`src/rtl/mem_addr_seq.sv`:
```
// Memory address sequencer: picks the memory address from PC, ALU, ALUOut or an
// exception vector, and runs a fixed-latency fetch of the vector handler address.
module mem_addr_seq #(
  parameter int ADDR_W   = 32,
  parameter int VEC_BASE = 253,
  parameter int NUM_VEC  = 3,
  parameter int MEM_LAT  = 1
) (
  input  logic              clk,
  input  logic              reset,
  input  logic [2:0]        selector,
  input  logic [ADDR_W-1:0] PC_out,
  input  logic [ADDR_W-1:0] ALU_result,
  input  logic [ADDR_W-1:0] ALUout_out,
  input  logic              exc_req,
  input  logic [1:0]        exc_cause,
  input  logic [ADDR_W-1:0] mem_rdata,
  output logic [ADDR_W-1:0] data_out,
  output logic              addr_err,
  output logic              vec_busy,
  output logic              vec_done,
  output logic [ADDR_W-1:0] vec_target
);

  localparam logic [1:0] S_IDLE     = 2'd0;
  localparam logic [1:0] S_VEC_WAIT = 2'd1;
  localparam logic [1:0] S_VEC_DONE = 2'd2;

  localparam logic [ADDR_W-1:0] VB      = ADDR_W'(VEC_BASE);
  localparam logic [3:0]        SEL_LIM = 4'(3 + NUM_VEC);
  localparam logic [2:0]        CAU_LIM = 3'(NUM_VEC);
  localparam logic [2:0]        CNT_INI = 3'(MEM_LAT - 1);

  logic [1:0]        state_q, state_d;
  logic [2:0]        cnt_q, cnt_d;
  logic [1:0]        cause_q, cause_d;
  logic [ADDR_W-1:0] last_addr_q, last_addr_d;
  logic [ADDR_W-1:0] vec_target_q, vec_target_d;
  logic              addr_err_q, addr_err_d;

  logic              sel_legal;
  logic              cause_legal;
  logic [2:0]        sel_idx;
  logic [ADDR_W-1:0] sel_addr;
  logic [ADDR_W-1:0] vec_addr;

  always_comb begin
    sel_legal   = {1'b0, selector} < SEL_LIM;
    cause_legal = {1'b0, exc_cause} < CAU_LIM;
    sel_idx     = selector - 3'd3;
    vec_addr    = VB + {{(ADDR_W-2){1'b0}}, cause_q};
    case (selector)
      3'd0:    sel_addr = PC_out;
      3'd1:    sel_addr = ALU_result;
      3'd2:    sel_addr = ALUout_out;
      default: sel_addr = VB + {{(ADDR_W-3){1'b0}}, sel_idx};
    endcase

    // Once a fetch is under way the vector address owns the bus
    if (state_q == S_IDLE) data_out = sel_legal ? sel_addr : last_addr_q;
    else                   data_out = vec_addr;

    state_d      = state_q;
    cnt_d        = cnt_q;
    cause_d      = cause_q;
    last_addr_d  = last_addr_q;
    vec_target_d = vec_target_q;
    addr_err_d   = 1'b0;

    case (state_q)
      S_IDLE: begin
        if (sel_legal) last_addr_d = sel_addr;
        addr_err_d = !sel_legal || (exc_req && !cause_legal);
        if (exc_req && cause_legal) begin
          cause_d = exc_cause;
          cnt_d   = CNT_INI;
          state_d = S_VEC_WAIT;
        end
      end
      S_VEC_WAIT: begin
        if (cnt_q == 3'd0) begin
          vec_target_d = {{(ADDR_W-8){1'b0}}, mem_rdata[7:0]};
          state_d      = S_VEC_DONE;
        end else begin
          cnt_d = cnt_q - 3'd1;
        end
      end
      S_VEC_DONE: state_d = S_IDLE;
      default:    state_d = S_IDLE;
    endcase
  end

  always_ff @(posedge clk or posedge reset) begin
    if (reset) begin
      state_q      <= S_IDLE;
      cnt_q        <= 3'd0;
      cause_q      <= 2'd0;
      last_addr_q  <= '0;
      vec_target_q <= '0;
      addr_err_q   <= 1'b0;
    end else begin
      state_q      <= state_d;
      cnt_q        <= cnt_d;
      cause_q      <= cause_d;
      last_addr_q  <= last_addr_d;
      vec_target_q <= vec_target_d;
      addr_err_q   <= addr_err_d;
    end
  end

  assign addr_err   = addr_err_q;
  assign vec_busy   = (state_q != S_IDLE);
  assign vec_done   = (state_q == S_VEC_DONE);
  assign vec_target = vec_target_q;

endmodule

```
`config.mk`:
```
export PLATFORM = sky130hd
export DESIGN_NAME = mem_addr_seq
export DESIGN_NICKNAME = d
export VERILOG_FILES = /design/src/rtl/mem_addr_seq.sv
export SDC_FILE = /design/constraint.sdc
export NUM_CORES = 1
export LEC_CHECK = 0
export CORE_ASPECT_RATIO = 2
export CORE_MARGIN = 2
export CORE_UTILIZATION = 37
export DETAILED_ROUTE_END_ITERATION = 10
export GPL_TIMING_DRIVEN = 0
export HOLD_SLACK_MARGIN = 0.08
export PLACE_DENSITY = 0.83
export SETUP_SLACK_MARGIN = 0.02
export SLEW_MARGIN = 15
export SYNTH_ARGS = -nofsm -noshare
export SYNTH_HDL_FRONTEND = slang
export SYNTH_SLANG_ARGS = --single-unit
```
`constraint.sdc`:
```
create_clock -name clk -period 2.9 [get_ports clk]
set_input_delay 0.58 -clock clk [delete_from_list [all_inputs] [get_ports clk]]
set_output_delay 0.58 -clock clk [all_outputs]
set_load 0.02 [all_outputs]
```
**Yosys cells after proc, flatten, opt, wreduce, memory -nomap -nowiden**

Cells that the tools add are included.

- $add $sub $neg: 4
- $mul: 0
- Divide/modulo/power cells: 0
- Order comparisons: 2
- Equal/unequal tests: 7
- Shifts and indexed selects: 0
- Mux-type cells: 10
- Bitwise logic cells: 0
- Reduce and logical (&&, ||, !) cells: 14

Operator list:

| kind | count |
|---|---|
| 32-bit case mux with 3 select lines | 1 |
| 32-bit 2-to-1 mux | 2 |
| 8-bit by 2-bit adder with 9-bit output (first input constant) | 1 |
| 8-bit by 3-bit adder with 9-bit output (first input constant) | 1 |
| 3-bit zero test | 2 |
| 3-bit 2-to-1 mux | 2 |
| 3-bit case mux with 2 select lines | 1 |
| 2-bit AND reduction | 3 |
| 2-bit 2-to-1 mux | 2 |
| 2-bit != test (second input constant) | 2 |
| 2-bit case mux with 2 select lines | 1 |
| 2-bit nonzero test | 2 |
| 3-bit by 1-bit == test with 1-bit output (second input constant) | 1 |
| 3-bit by 2-bit == test with 1-bit output (second input constant) | 1 |
| 3-bit < comparator (second input constant) | 1 |
| 3-bit AND reduction | 1 |
| 3-bit by 1-bit subtractor with 3-bit output (second input constant) | 1 |
| 3-bit by 2-bit subtractor with 3-bit output (second input constant) | 1 |
| 2-bit by 1-bit == test with 1-bit output (second input constant) | 1 |
| 2-bit == test (second input constant) | 1 |
| 1-bit logical AND | 2 |
| 1-bit zero test | 2 |
| 2-bit zero test | 1 |
| 2-bit < comparator (second input constant) | 1 |
| 3 further kinds | 3 |

- Register bits: 48
- Latch bits: 0
- RAM bits: 0
- Memory bits (read-only): 0
- Bits of input ports: 136
- Output and inout bits: 67
- Logic and storage cells: 43
- Memories: 0

**Depth between registers and ports, before layout**

Gate-level depths: netlist of the first run.

- Depth after elaboration: 5
- Depth in mapped cells: 9
- Depth with buffers taken out: 7

**Least setup slack after synthesis of the first run**

No wires, ideal clock.

- Path type: input to output
- Start point: input selector[1]
- End point: output data_out[3]
- Arrival time: 2.215 ns
- Required time: 2.320 ns
- Slack: 0.105 ns
- Cell stages on the path: 8
- Path buffers: 2
- Path through: clkbuf_1 inv_1 ha_1 buf_2 nor3_1 o221a_2 nor2_1 o21ai_0

- Cells in the longest elaborated chain, start to end: 5
- Elaborated cells between the ends (all ways): 9
- Classes of those cells: add/sub: 2; order compare: 1; eq/ne: 2; mux: 3; reduce/logical: 1

Ends and longest elaborated chain:

| what | RTL line | text |
|---|---|---|
| start, declared | 11 | `input logic [2:0] selector,` |
| 3-bit by 2-bit subtractor with 3-bit output | 50 | `sel_idx = selector - 3'd3;` |
| 8-bit by 3-bit adder with 9-bit output | 56 | `default: sel_addr = VB + {{(ADDR_W-3){1'b0}}, sel_idx};` |
| 32-bit case mux with 3 select lines | 52 | `case (selector)` |
| 32-bit 2-to-1 mux (*) | -- |  |
| 32-bit 2-to-1 mux (*) | 60 | `if (state_q == S_IDLE) data_out = sel_legal ? sel_addr : last_addr_q;` |
| end, declared | 18 | `output logic [ADDR_W-1:0] data_out,` |

Mark *: on every way between the ends. The rest lies on a longest branch, timed or not.

**Final worst setup path of the first run**

- Start point: input selector[1]
- End point: output data_out[14]

- Cells in the longest elaborated chain, start to end: 4
- Elaborated cells between the ends (all ways): 7
- Classes of those cells: order compare: 1; eq/ne: 2; mux: 3; reduce/logical: 1

Ends and longest elaborated chain:

| what | RTL line |
|---|---|
| 3-bit by 2-bit == test with 1-bit output (tied with other cells) | 52 |
| 32-bit case mux with 3 select lines | 52 |
| 32-bit 2-to-1 mux (*) | -- |
| 32-bit 2-to-1 mux (*) | 60 |

Marks and branches as above.

==> results of run 1 <==
-- placed cells by master, fill, tap and decap left out, types with 5 or more instances in the layout --
cell             synthesis  final
a21oi_1                 43     40
a222oi_1                26     26
a22oi_1                  7      7
buf_2                   12     30
buf_4                   24     85
clkbuf_16                0      6
clkdlybuf4s50_1          0    119
conb_1                   1     24
dfrtp_1                 48     48
ha_1                     9      5
inv_1                    9      6
mux2_2                  10     10
nand2_1                 43     43
nor2_1                  59     59
o21ai_0                 31     29
-- sequential cells by signal (all words and copies together) (netlist names) --
| signal | count |
|---|---|
| addr_err | 1 |
| cnt_q | 3 |
| cause_q | 2 |
| state_q | 2 |
| vec_target | 8 |
| last_addr_q | 32 |
-- per-stage QoR --
step,util (%),total power (µW)
after global placement,59.0,3340
after CTS,65.1,4010
after floorplan,-,2440
after global routing,66.3,4310
final,66.3,4060
after detailed placement,59.2,3420
-- worst min-delay path, stage by stage (launching register included) --
cell and delay, ps:
dfrtp_1 340, nand2_1 50, nand2_1 50
-- power groups by stage --
stage          Sequential (µW)  Combinational (µW)  Clock, µW
3_3_place_gp              1130                2210          0
2_1_floorplan             1190                1250          0
5_1_grt                   1180                2490        638
3_5_place_dp              1160                2270          0
6_report                  1150                2310        599
4_1_cts                   1140                2260        610
-- metal layers --
metal  track usage (%)  share of wire, %  up-vias
met3              3.55               8.0       44
met1              27.3                33     1764
met5                 0                 0        -
met2              45.6                54      208
met4              13.2               4.6        0
li1                  -                 -     1748
-- path summary, 6_finish.rpt --
check / slack (ps) / endpoint / from
min in group asynchronous: 670 / addr_err / reset
min reg2reg: 480 / last_addr_q[8] / last_addr_q[8]
max in group asynchronous: 1710 / last_addr_q[19] / reset
max: 100 / data_out[14] / selector[1]
max reg2reg: 1230 / last_addr_q[6] / state_q[1]
min: 480 / last_addr_q[8] / last_addr_q[8]
-- cells by family after synthesis --
kind of cell	count (synthesis)
multiplexers	11
XOR/XNOR	2
AO/OA/AOI/OAI	122
buffers and inverters	63
flip-flops	48
other	1
AND/OR/NAND/NOR	114
adder cells (fa/ha/maj)	9
-- final cells by class --
type | count | area, µm²
Fill cell | 684 | 2780
Timing Repair Buffer | 208 | 1850
Multi-Input combinational cell | 282 | 1700
Sequential cell | 48 | 1200
Buffer | 51 | 388
Clock buffer | 7 | 153
Tap cell | 98 | 123
Inverter | 9 | 36.3
-- what timing repair did --
action / CTS / global route
gates resized for setup: 175 / 21
buffers inserted: 48 / 3
pin swaps: 27 / 9
endpoints found under the setup margin: 32 / 34
cloned: 0 / 2
==> flow_summary.toml, run 1 <==
[outcome]
outcome = "complete, no violations"

[synthesis]
yosysMostFrequentCell = "nor2_1"
synth_top_family_by_area = "compound AO/OA/AOI/OAI gates"
synth_top_area_share_pct = 38.7
synthCells = 370
ys.flop_type = "dfrtp_1"
ys_warn_count = 0
synth_top_cell_by_area = "dfrtp_1"
netlist-cell-type-count = 35
async_reset_ff_share_pct = 100
synth_commonest_cells = "nor2_1 (59), dfrtp_1 (48), a21oi_1 (43), nand2_1 (43), o21ai_0 (31)"
synth_adder_area_share_pct = 3.63
synth_seq_cells = 48
synth-compound-area-share_pct = 26.2
syn_area_per_cell_um2 = 8.39
synth_area_leaders = "dfrtp_1 (39%), a222oi_1 (8.4%), nor2_1 (7.1%)"
yosys.area_share.simple_pct = 15.6
synth-xor-area-share_pct = 0.564
synth_area_um2 = 3100
synth-edff-count = 0
synthMuxAreaShare_pct = 3.95
synth_seq_area_share_pct = 38.7

[worst_setup_path]
cp_cell_sequence = "buf_4 -> buf_8 -> inv_4 -> ha_4 -> buf_12 -> buf_8 -> a222oi_1 -> nor2_1 -> a21oi_1 -> nor2_1 -> buf_4"
crit_path_start_kind = "primary input"
crit_path_top_delay_cell = "a222oi_1"
crit_buf_inv = 6
required_ps = 2320
crit_path_end_kind = "output pin"
critPathTopFamily = "buffers and inverters"
cp_num_cells = 11
cp_max_fo = 8
cp_slowest_stage_delay_ps = 470
worst_ep_arrival_time_ps = 2220
reg2regPathDepth = 6
crit_type = "primary input to output pin"

[clock_network]
cts-root-buf = "clkbuf_16"
clkSinkCount = 48
cts_buffers = 5
clk_pin_slew_ps = 60
clock_path_buffers = 2
cts_tree = "done"
htreeDepth = 2
clock_latency_ps = 290
cts_hold_buf = 0

[routing]
remaining_drc_errors = 0
routed_wirelength_um = 11700
via_count = 3764
antenna_left = 0
first_pass_iters = 7
drt_iter0_markers = 418
via_per_inst = 5.35
wire_per_inst_um = 16.7

[sta]
fin_hold_ws_ps = 479
report.final.hold_viol_count = 0
grt_setup_unrepaired = "no"
period_minus_slack_ps = 2800
max_slew_margin_pct = 63.1
slew_viol_final = 0
fin_crit_sh_pct = 96.7
tns_ps = 0
max_freq_mhz = 357
skew_ps = 2.79
worst_slack_ps = 95.6
setup_viol = 0
worstMarginPinSlew_ps = 553

[global_route]
overflow = 0
grt_use_total_pct = 25.4
grt_pass1_wl_um = 17800
antenna_found_initial = 0
grt_max_degree = 26
grt_pass1_vias = 3820

[place]
placed_area_um2 = 4870
io_buffers = 154
place_inst = 646
dp_hpwl_um = 8380
preCtsSetupSlack_ps = -1230
place_congestion = 0.878

[job]
drv_cap = 0

[power_and_ir_drop]
powerDensity_nw_per_um2 = 744
p_switching_uw = 1690
peakVddDrop_v = 0.000680
power_frac_seq_pct = 28.4
pwr-share-clk_pct = 14.8
switching_share_pct = 41.6
combPwrFrac_pct = 56.8
leakage_uw = 0.00254
intPower_uw = 2370

[floorplan]
die_w_um = 68.8
rows = 47
io_pins = 203
core_um2 = 8230
start_util_pct = 37.7
die-height_um = 134
die_area_um2 = 9180

[cells_and_area]
stdcell_count = 703
area_growth_pct = 75.8
fin_nets = 750
fin_area_um2 = 5460
drive_gt1_share_pct = 28.4
diodes = 0

[worst_hold_path]
hp-class = "flop to flop"
hold_path_depth = 2
Power figures use the tool's default switching activity.
==> run 2, diff against run 1 <==
- CORE_UTILIZATION: 37 -> 33
- PLACE_DENSITY: 0.83 -> 0.78
- clock period: 2.9 -> 2.28 ns (I/O delays scaled with it)
==> run 2 against run 1 <==
Net effect: the run now ends with setup timing left; via count increased by 2.9%; clock-buffer cell count decreased by 1; hold slack improved by 7.9 ps; sequential share of layout area decreased by 1.7 points; combinational power increased by 45%; non-clock buffer count increased by 9; die area increased by 12%; core utilization decreased by 2.4 points; flip-flop and latch count unchanged; register-to-register slack got worse by 600 ps; first-iteration DRC count decreased by 29%; highest routed layer unchanged.
==> flow_summary.toml, run 2 (same netlist as run 1, synthesis figures left out) <==
[cells_and_area]
largest_reg_flops = 32
regMostFlops = "last_addr_q"
fin_nets = 759
fillers = 723
drive_gt1_share_pct = 34.0
seqCellArea_um2 = 1200
final_common_cell = "clkdlybuf4s50_1"
multiInputGateArea_um2 = 1900
diodes = 0
area_growth_pct = 90.4
final_cell_mix = "clkdlybuf4s50_1 (118), buf_4 (92), nor2_1 (56)"

[routing]
wire_per_inst_um = 18.3
via_count = 3874
first_pass_iters = 7
routed_wirelength_um = 13200
antenna_left = 0
via_per_inst = 5.39
remaining_drc_errors = 0
drt_iter0_markers = 298

[clock_network]
clock_path_buffers = 2
htreeDepth = 2
cts_buffers = 5
clock_latency_ps = 290
cts-root-buf = "clkbuf_16"
clk_pin_slew_ps = 60
cts_tree = "done"
clkSinkCount = 48

[power_and_ir_drop]
leakage_uw = 0.00269
switching_share_pct = 41.1
powerDensity_nw_per_um2 = 966
p_switching_uw = 2340
power_frac_seq_pct = 26.2
report.power.total_uw = 5710
combPwrFrac_pct = 58.5
peakVddDrop_v = 0.000609
intPower_uw = 3370
pwr-share-clk_pct = 15.4

[sta]
slew_viol_final = 0
setup_viol = 30
max_slew_margin_pct = 57.7
report.final.hold_viol_count = 0
fin_crit_sh_pct = 109
worstMarginPinSlew_ps = 633
max_freq_mhz = 403
period_minus_slack_ps = 2480
grt_setup_unrepaired = "yes"
worst_slack_ps = -202
skew_ps = 3.10

[outcome]
violations = "setup timing"
outcome = "complete, but fails checks"

[place]
io_buffers = 154
preCtsSetupSlack_ps = -1470
place_congestion = 0.859
dp_hpwl_um = 8590

[worst_setup_path]
crit_top_cell = "buf_8"
crit_path_start_kind = "primary input"
crit_type = "primary input to output pin"
cp_slowest_stage_delay_ps = 380
cp_max_fo = 7
crit_buf_inv = 5
crit_path_end_kind = "output pin"
crit_path_top_delay_cell = "a221o_1"
worst_ep_arrival_time_ps = 2030
cp_cell_sequence = "buf_8 -> buf_8 -> inv_6 -> ha_4 -> buf_4 -> nor3_4 -> a21oi_4 -> a221o_1 -> nand2_1 -> buf_6"
required_ps = 1820
critPathTopFamily = "buffers and inverters"

[floorplan]
core_um2 = 9260
rows = 50
die_w_um = 72.6
io_pins = 203
die_area_um2 = 10200
die-height_um = 141
start_util_pct = 33.5

[job]
drv_cap = 0

[global_route]
antenna_found_initial = 0
grt_pass1_vias = 4009
grt_max_degree = 28
grt_use_total_pct = 24.4
grt_pass1_wl_um = 19500
overflow = 0

[worst_hold_path]
hp-class = "flop to flop"
## run 2: final cells by class
cell class,count,share of cell area (%)
clock buffers,6,2.35
plain buffers,49,6.81
well taps,104,2.20
repair buffers,219,34.8
clock inverters,2,0.656
flip-flops and latches,48,20.4
inverters,9,0.698
multi-input cells,282,32.1
## run 2: tightest hold or removal path, delay by kind of cell (launching register included)
kind	cells	cell delay (ps)
simple gates	1	50
compound gates	1	60
flops	1	350
## run 2: metal layers
metal | routed length [µm] | track usage (%)
met2 | 7290 | 45.9
met5 | 0 | 0
met3 | 830 | 4.36
met4 | 632 | 14.5
met1 | 4420 | 23.2
## run 2: stage by stage
stage	std cells	hold WS (ps)	TNS, ps	instance area [µm²]	util (%)
6_report	719	487	-3260	5910	63.9
3_5_place_dp	652	470	-52340	4930	53.2
2_1_floorplan	393	446	0	3230	-
5_1_grt	719	512	-5770	5910	63.9
3_3_place_gp	651	460	-61860	4900	52.9
4_1_cts	707	484	-4550	5720	61.8
## run 2: repair_timing
action	in CTS	in global routing
hold buffers	0	0
pin swaps	46	42
setup buffers	49	17
endpoints found under the hold margin	0	0
resized for setup	241	29
gates cloned	3	1
setup endpoints to repair	58	37
## run 2: final timing paths
check / endpoint / slack (ps) / from / depth (start not counted)
max: data_out[6] / -200 / selector[1] / 10
min: last_addr_q[24] / 490 / last_addr_q[24] / 2
max reg2reg: cnt_q[1] / 630 / cnt_q[0] / 6
min reg2reg: last_addr_q[24] / 490 / last_addr_q[24] / 2
max in group asynchronous: last_addr_q[15] / 1170 / reset / 3
min in group asynchronous: vec_target[5] / 570 / reset / 2
## run 2: power groups by stage
stage / registers [µW] / logic, µW / clock network (µW)
after detailed placement: 1480 / 2960 / 0
after CTS: 1480 / 3150 / 896
final: 1490 / 3340 / 877
after floorplan: 1520 / 1650 / 0
after global routing: 1530 / 3570 / 917
after global placement: 1450 / 2890 / 0
==> RTL change, RTL diff (settings of run 1) <==
Reset style: synchronous (`reset`), changed in one clocked block.
--- a/src/rtl/mem_addr_seq.sv
+++ b/src/rtl/mem_addr_seq.sv
@@ -90,7 +90,7 @@
     endcase
   end
 
-  always_ff @(posedge clk or posedge reset) begin
+  always_ff @(posedge clk) begin
     if (reset) begin
       state_q      <= S_IDLE;
       cnt_q        <= 3'd0;
Formal check against the unedited RTL: differs if reset is asserted again (counterexample within 4 cycles, from zero or initial values and one cycle with reset high); with reset held inactive, the same outputs for 10 cycles.
==> RTL change against run 1 <==
  * The flow now finishes with violations (negative setup slack)
  * Routed wire length grew 20%
  * Critical path depth shrank 1
  * Setup slack got worse by 0.11 ns
  * Area after synthesis decreased by 0.81%
  * Sequential cell count unchanged
  * Synthesized cell count rose by 15%
  * Final area up 5.6%
  * First-iteration DRC count fell by 3.8%
Power is not compared: it rests on default switching activity, and its combinational part moved more than twofold at a synthesized area within 25%.
==> RTL change: results (changes against run 1) <==
met2_usage: 0.5278  # +0.07158
nMultiInputCombCells: 325  # +15%
critPathCapture: "data_out[0]"
clk_share: 0.02974  # +0.001762
min_from: "vec_target[4]"
routed_via_density: 5.652  # +5.6%
nets: 834  # +11%
avgSynthCellArea_sq_um: 7.262  # -13%
core_sq_um: 8174  # -0.71%
layout_setup_ws_ns: -0.01386  # -0.1095 ns
seq_area_frac_synth: 0.3121  # -0.07487
grt_util_met1: 0.3082  # +0.03506
nFillCells: 631  # -7.7%
post_cts_buffers: 79  # +65%
track_usage: 0.3023  # +0.04798
drtPass1Iterations: 8  # +1
placed_area_sq_um: 4826  # -1.0%
wl_met1_microns: 4587  # +19%
synthTopCellsByArea: "dfxtp_1 31%, nor2_1 10%, a222oi_1 9.8%, a21oi_1 7.0%, buf_4 5.9%"
register_area_sq_um: 960.9  # -20%
wire_per_inst_microns: 17.83  # +7.0%
layout.nonclk_buf_frac: 0.4339  # +0.02345
fin_skew_ns: 0.003667  # +0.0008809 ns
via_count: 4454  # +18%
setup_viol: 2  # +2
multi_input_area_sq_um: 1967  # +15%
r2r-end: "last_addr_q[7]"
holdWs_ns: 0.4589  # -0.02043 ns
violations: "negative setup slack"
route.met2.wl_microns: 7407  # +16%
dp.cells: 697  # +7.9%
post_cts_resized: 158  # -9.7%
num-nonclk-inverters: 8  # -1
holdPathEnd: "vec_target[4]"
met3_length_microns: 1129  # +20%
grt_pass1_wl_microns: 21160  # +19%
n_all_buffers: 301  # +16%
gp_congestion: 0.9041  # +3.0%
pre_cts_slack_ns: -1.490  # -0.2627 ns
cts-root-buf: "clkbuf_16"
seq_cells: 48  # unchanged
drt-initial-drc-count: 402  # -3.8%
drive_gt1_frac: 0.2812  # -0.003138
status: "finished, violations left"
crit_family: "compound AO/OA/AOI/OAI gates"
max_stage_delay_ns: 0.54  # +0.07 ns
dpl.hpwl_microns: 9188  # +9.6%
r2r_slack_ns: 0.53  # -0.70 ns
synth.distinct_cells: 37  # +5.7%
ys.flop_type: "dfxtp_1"
[RTL change: power by group]
part           internal, mW  total, mW  switching [mW]
combinational         0.493      0.971           0.478
sequential            0.702      0.725          0.0236
clock                 0.410      0.676           0.266
total                  1.61       2.37           0.768
[RTL change: per-stage QoR]
step | utilization | setup TNS [ns]
finish | 0.7052 | -0.01665
global route | 0.7052 | -0.1775
CTS | 0.7004 | -0.02936
detailed placement | 0.5904 | -51.85
global placement | 0.5904 | -47.50
floorplan | - | 0
[RTL change: worst reg2reg max path, delay by kind of cell, from the launching register on]
| family | cells | cell delay (ns) |
|---|---|---|
| simple gates | 2 | 0.16 |
| compound gates | 1 | 0.32 |
| buf+inv | 10 | 1.43 |
| flops | 1 | 0.33 |
[RTL change: cell families after synthesis]
group                      after synthesis  synth area share
other                                    1          0.001218
adders and majority gates                9           0.03657
and+or+nand+nor                        161            0.2267
DFF                                     48            0.3121
buffers and inverters                   74            0.1264
xor gates and xnor gates                 3          0.008535
muxes                                    3          0.009753
AOI/OAI and AO/OA                      125            0.2787
